$ cat config.mk
export PLATFORM = sky130hd
export DESIGN_NAME = mem_arbiter
export DESIGN_NICKNAME = d
export VERILOG_FILES = /design/src/rtl/mem_arbiter_pkg.sv /design/src/rtl/mem_lat_counter.sv /design/src/rtl/mem_arbiter.sv
export SDC_FILE = /design/constraint.sdc
export NUM_CORES = 1
export LEC_CHECK = 0
export CORE_AREA = 2 2 149 151
export CTS_BUF_LIST = sky130_fd_sc_hd__clkbuf_4 sky130_fd_sc_hd__clkbuf_8
export DETAILED_ROUTE_END_ITERATION = 6
export DIE_AREA = 0 0 151 153
export SKIP_LAST_GASP = 1
export SLEW_MARGIN = 40
export SYNTH_ARGS = -nofsm -noshare
export SYNTH_HDL_FRONTEND = slang
export SYNTH_SLANG_ARGS = --single-unit
export TNS_END_PERCENT = 50
$ cat constraint.sdc
create_clock -name clk -period 4 [get_ports clk]
set_input_delay 1.2 -clock clk [delete_from_list [all_inputs] [get_ports clk]]
set_output_delay 1.2 -clock clk [all_outputs]
set_load 0.02 [all_outputs]
$ cat src/rtl/mem_arbiter_pkg.sv
// -----------------------------------------------------------------------------
// mem_arbiter_pkg
// Shared definitions for the main-memory arbiter and the cache controllers:
//   - default line and line-address widths
//   - grant FSM state encoding (localparams plus the typedef'd enum)
//   - helper to size the memory latency counter
// -----------------------------------------------------------------------------
package mem_arbiter_pkg;

  localparam int LINE_W_DEF = 64;  // 4 x 16-bit words
  localparam int ADDR_W_DEF = 14;  // word address [15:2]

  localparam logic [2:0] IDLE   = 3'd0;
  localparam logic [2:0] D_WB   = 3'd1;
  localparam logic [2:0] D_FILL = 3'd2;
  localparam logic [2:0] I_FILL = 3'd3;
  localparam logic [2:0] DONE   = 3'd4;

  typedef enum logic [2:0] {
    ST_IDLE   = IDLE,
    ST_D_WB   = D_WB,
    ST_D_FILL = D_FILL,
    ST_I_FILL = I_FILL,
    ST_DONE   = DONE
  } state_e;

  // Counter width for a 0..lat-1 count; a latency of 1 still needs one bit.
  function automatic int cnt_width(input int lat);
    if (lat > 1) begin
      return $clog2(lat);
    end else begin
      return 1;
    end
  endfunction

endpackage

$ cat src/rtl/mem_lat_counter.sv
// -----------------------------------------------------------------------------
// mem_lat_counter
// Counts the cycles of one memory access, 0..MEM_LAT-1.
// Ports:
//   clk   - system clock
//   rst   - asynchronous active-high reset, clears the count
//   en    - advance the count this cycle
//   clr   - synchronous clear (wins over en)
//   last  - count is at MEM_LAT-1 (terminal cycle of the access)
// -----------------------------------------------------------------------------
module mem_lat_counter
  import mem_arbiter_pkg::*;
#(
  parameter int MEM_LAT = 4
) (
  input  logic clk,
  input  logic rst,
  input  logic en,
  input  logic clr,
  output logic last
);

  localparam int CNT_W = cnt_width(MEM_LAT);

  logic [CNT_W-1:0] cnt_r;

  // Access cycle counter.
  always_ff @(posedge clk or posedge rst) begin
    if (rst) begin
      cnt_r <= '0;
    end else if (clr) begin
      cnt_r <= '0;
    end else if (en) begin
      cnt_r <= cnt_r + CNT_W'(1);
    end else begin
      cnt_r <= cnt_r;
    end
  end

  // Terminal count decode.
  always_comb begin
    last = (cnt_r == CNT_W'(MEM_LAT - 1));
  end

endmodule

$ cat src/rtl/mem_arbiter.sv
// -----------------------------------------------------------------------------
// mem_arbiter
// Shares the single main memory between I-cache miss fills and D-cache miss
// handling (dirty writeback then fill). D-side misses have fixed priority.
// Ports:
//   clk, rst                 - clock, asynchronous active-high reset
//   i_miss, i_addr           - I-cache miss request (level) and line address
//   d_miss, d_dirty, d_addr  - D-cache miss request, victim-dirty flag, address
//   d_wb_addr, d_wb_data     - victim line address and data for writeback
//   mem_re, mem_we           - memory read / write enables (never together)
//   mem_addr, mem_wdata      - memory line address and write data
//   mem_rdata                - memory read data, valid in last access cycle
//   i_fill_we, i_fill_data   - one-cycle I-cache fill strobe and line
//   d_fill_we, d_fill_data   - one-cycle D-cache fill strobe and line
//   i_stall, d_stall         - pipeline stall requests
// -----------------------------------------------------------------------------
module mem_arbiter
  import mem_arbiter_pkg::*;
#(
  parameter int MEM_LAT = 4,
  parameter int LINE_W  = LINE_W_DEF,
  parameter int ADDR_W  = ADDR_W_DEF
) (
  input  logic              clk,
  input  logic              rst,
  input  logic              i_miss,
  input  logic [ADDR_W-1:0] i_addr,
  input  logic              d_miss,
  input  logic              d_dirty,
  input  logic [ADDR_W-1:0] d_addr,
  input  logic [ADDR_W-1:0] d_wb_addr,
  input  logic [LINE_W-1:0] d_wb_data,
  output logic              mem_re,
  output logic              mem_we,
  output logic [ADDR_W-1:0] mem_addr,
  output logic [LINE_W-1:0] mem_wdata,
  input  logic [LINE_W-1:0] mem_rdata,
  output logic              i_fill_we,
  output logic [LINE_W-1:0] i_fill_data,
  output logic              d_fill_we,
  output logic [LINE_W-1:0] d_fill_data,
  output logic              i_stall,
  output logic              d_stall
);

  state_e            state_r;
  logic              mem_re_r;
  logic              mem_we_r;
  logic [ADDR_W-1:0] mem_addr_r;
  logic [LINE_W-1:0] mem_wdata_r;
  logic [ADDR_W-1:0] fill_addr_r;   // D fill address held across the writeback

  logic access_s;
  logic cnt_clr_s;
  logic last_s;

  // Counter runs only while memory is busy; it clears at the end of every
  // access so each state starts from 0 (including D_WB -> D_FILL).
  always_comb begin
    access_s  = mem_re_r | mem_we_r;
    cnt_clr_s = ~access_s | last_s;
  end

  mem_lat_counter #(
    .MEM_LAT(MEM_LAT)
  ) u_lat (
    .clk (clk),
    .rst (rst),
    .en  (access_s),
    .clr (cnt_clr_s),
    .last(last_s)
  );

  // Grant FSM with registered memory strobes, address and write data.
  always_ff @(posedge clk or posedge rst) begin
    if (rst) begin
      state_r     <= ST_IDLE;
      mem_re_r    <= 1'b0;
      mem_we_r    <= 1'b0;
      mem_addr_r  <= '0;
      mem_wdata_r <= '0;
      fill_addr_r <= '0;
    end else begin
      case (state_r)
        ST_IDLE: begin
          if (d_miss && d_dirty) begin
            state_r     <= ST_D_WB;
            mem_we_r    <= 1'b1;
            mem_addr_r  <= d_wb_addr;
            mem_wdata_r <= d_wb_data;
            fill_addr_r <= d_addr;
          end else if (d_miss) begin
            state_r     <= ST_D_FILL;
            mem_re_r    <= 1'b1;
            mem_addr_r  <= d_addr;
            fill_addr_r <= d_addr;
          end else if (i_miss) begin
            state_r    <= ST_I_FILL;
            mem_re_r   <= 1'b1;
            mem_addr_r <= i_addr;
          end else begin
            state_r <= ST_IDLE;
          end
        end
        ST_D_WB: begin
          // Fill follows the writeback with no idle gap.
          if (last_s) begin
            state_r    <= ST_D_FILL;
            mem_we_r   <= 1'b0;
            mem_re_r   <= 1'b1;
            mem_addr_r <= fill_addr_r;
          end
        end
        ST_D_FILL, ST_I_FILL: begin
          if (last_s) begin
            state_r  <= ST_DONE;
            mem_re_r <= 1'b0;
          end
        end
        ST_DONE: begin
          // Idle cycle lets the cache drop its miss before re-arbitration.
          state_r <= ST_IDLE;
        end
        default: begin
          state_r  <= ST_IDLE;
          mem_re_r <= 1'b0;
          mem_we_r <= 1'b0;
        end
      endcase
    end
  end

  // Memory port drive, fill strobes with pass-through data, and stalls.
  always_comb begin
    mem_re    = mem_re_r;
    mem_we    = mem_we_r;
    mem_addr  = mem_addr_r;
    mem_wdata = mem_wdata_r;

    i_fill_we = (state_r == ST_I_FILL) & last_s;
    d_fill_we = (state_r == ST_D_FILL) & last_s;

    if (i_fill_we) begin
      i_fill_data = mem_rdata;
    end else begin
      i_fill_data = '0;
    end
    if (d_fill_we) begin
      d_fill_data = mem_rdata;
    end else begin
      d_fill_data = '0;
    end

    d_stall = d_miss | (state_r == ST_D_WB) | (state_r == ST_D_FILL);
    i_stall = i_miss | (state_r == ST_I_FILL) | d_stall;
  end

endmodule

==> impl_metrics.ini <==
[outcome]
status = finished clean

[pwr]
power_density_mw_per_mm2 = 609
leakagePower_nw = 4.31
ir_drop_mv = 0.388

[clocking]
root_buffer = clkbuf_8
h-tree-depth = 3
cts_buffers = 9
clockBufferDepth = 2
clock_latency_ns = 0.39
ctsHoldBuffers = 0
cts_tree = done
cts.sinks = 99
path_clk_slew_ns = 0.09

[synthesis]
ys_seq_area_share_pct = 46.7
synth.net_count = 649
synthesis.area_mm2 = 0.00530
ys.flop_type = dfrtp_1
synthArstFlopShare_pct = 100
ys_seq_elements = 99
avgSynthCellArea_um2 = 11.2
yosys.area.top_type_share_pct = 46.7
synth.distinct_cells = 30
synth_cells = 473
synth-edff-count = 0
yosysWarningCount = 0
synth_area_leaders = dfrtp_1, mux2_4, mux2_2, and2_1, and3_1
synth_area_leader_cell = dfrtp_1

[floorplan]
io_pins = 387
initial_core_util_pct = 24.7
placementRows = 54
die_h_um = 153
dieWidth_um = 151
core_mm2 = 0.0215
dieArea_mm2 = 0.0231

[setup_path]
r2r_end = mem_addr[6]
worstReg2RegStart = u_lat.cnt_r[0]
reg2regPathDepth = 4
crit_arrival_ns = 2.63
worstSetupEndpointType = primary output
required_ns = 2.80
critPathKind = reg2out
crit_path_max_fanout = 65
r2r_setup_slack_ns = 1.79
start_kind = register

[final_layout]
fin_util_pct = 45.5
stdcell_area_mm2 = 0.00977
final_nets = 1022
nFillCells = 2070
drive_gt1_share_pct = 14.6
area_growth_pct = 84.4

[hold_path]
min_to = u_lat.cnt_r[0]
worstHoldPathType = reg2reg
hp-start = u_lat.cnt_r[0]
holdPathStages = 1

[timing]
fmax_mhz = 261
rsz0062_at_grt = no
period_needed_ns = 3.83
hold_violations = 0
relSlewSlack_pct = 51.9
report.final.slew_viol_count = 0
fin_crit_sh_pct = 95.7
fin_setup_tns_ns = 0
tightest_slew_ns = 0.722
setup_viol = 0
clock-skew-final_ns = 0.0134

[global_routing]
grt_pass1_vias = 5090
grt_pass1_wl_um = 30000
antenna_found_initial = 5
met2_usage_pct = 31.6
busiest_layer = met2
gr-usage-met3_pct = 6.30
grt_util_all_layers_pct = 17.1
grt_max_degree = 66
overflow = 0
met1_usage_pct = 18.2

[routing]
route.detailed.drc = 0
avgRoutedWirePerCell_um = 18.0
antenna_left = 0
firstDrtPassIters = 4
vias = 5027
drtIter0Drc = 186
routed_via_density = 4.43
routed_wl_um = 20400

[placement]
io_buffers = 386
dp_hpwl_um = 15900
globalplace.congestion = 0.736
placed_cell_area_mm2 = 0.00951

[job]
drv_cap = 0
layout make-up:
cell class,instances,area (um^2),area share [%]
Clock inverter,7,80.1,0.819
Clock buffer,9,124,1.27
Inverter,5,21.3,0.218
Antenna cell,4,10.0,0.102
Tap cell,280,350,3.58
Multi-Input combinational cell,322,2600,26.6
Timing Repair Buffer,409,4110,42.0
Sequential cell,99,2480,25.4
stage by stage:
stage / total power [mW] / hold slack, ns / setup WS, ns / cells
floorplan: 3.64 / 0.410 / 0.210 / 473
global placement: 5.24 / 0.424 / 0.211 / 1107
detailed placement: 5.29 / 0.426 / 0.213 / 1109
CTS: 6.01 / 0.440 / 0.0136 / 1125
global route: 6.30 / 0.467 / 0.0178 / 1134
finish: 5.95 / 0.433 / 0.173 / 1135
metal layers:
| layer | routed length (um) | vias to the layer above |
|---|---|---|
| met5 | 0 | - |
| met4 | 335 | 0 |
| met3 | 2010 | 19 |
| met2 | 10600 | 220 |
| met1 | 7440 | 2392 |
| li1 | - | 2396 |
Yosys cell counts, types with 2 or more instances:
cell and number:
dfrtp_1 99, and2_1 65, and3_1 65, mux2_2 40, mux2_4 38, clkbuf_1 33
a31oi_1 28, nor2_1 20, nand2_1 15, a211o_1 14, mux2i_1 14, buf_2 9
buf_6 5, inv_1 5, o21ai_0 5, nor2b_1 3, nand2b_1 2
power by group:
part	internal (mW)	switching [mW]
sequential	1.51	0.313
combinational	1.82	1.62
clock	0.299	0.391
total	3.63	2.33
worst max path at each step:
stage | start | to | slack [ns] | depth (start not counted)
floorplan | rst | fill_addr_r[0] | 0.21 | 1
global placement | mem_rdata[63] | d_fill_data[63] | 0.21 | 3
detailed placement | mem_rdata[63] | d_fill_data[63] | 0.21 | 3
CTS | u_lat.cnt_r[0] | d_fill_data[63] | 0.01 | 6
global route | u_lat.cnt_r[0] | d_fill_data[63] | 0.02 | 6
finish | u_lat.cnt_r[0] | d_fill_data[63] | 0.17 | 6
cell usage in the layout (no fill, tap or decap), types with 9 or more instances in the layout:
cell and count:
buf_4 16, and2_1 65, a31oi_1 28, a211o_1 14, and3_1 65, dfrtp_1 98, clkbuf_8 9, mux2_2 40
nand2_1 15, nor2_1 20, clkdlybuf4s50_1 386, mux2_4 38, mux2i_1 14
critical path: stages (launching register included):
cell and delay (ns):
dfrtp_1 0.36, ha_1 0.28, and3b_4 0.33, nor2b_4 0.19, buf_12 0.22, and2_1 0.22, clkdlybuf4s50_1 0.62
logic make-up (layout without fill, tap and decap cells):
family,count (synthesis),after routing,synth area share [%]
XOR/XNOR,1,1,0.165
adder cells (fa/ha/maj),1,1,0.236
AO/OA/AOI/OAI,52,52,6.77
other,0,4,0
multiplexers,92,92,21.9
AND/OR/NAND/NOR,176,176,19.6
buffers and inverters,52,430,4.60
flip-flops,99,99,46.7
sequential cells by signal, indices dropped and copies added (netlist names):
| register | count |
|---|---|
| state_r | 3 |
| mem_re | 1 |
| mem_we | 1 |
| fill_addr_r | 14 |
| u_lat.cnt_r | 2 |
| mem_addr | 14 |
| mem_wdata | 64 |
repair_timing:
action,CTS,global route
resized for setup,0,1
endpoints found under the setup margin,0,40
buffers inserted,0,6
No activity file was read; power rests on OpenSTA's default activity.
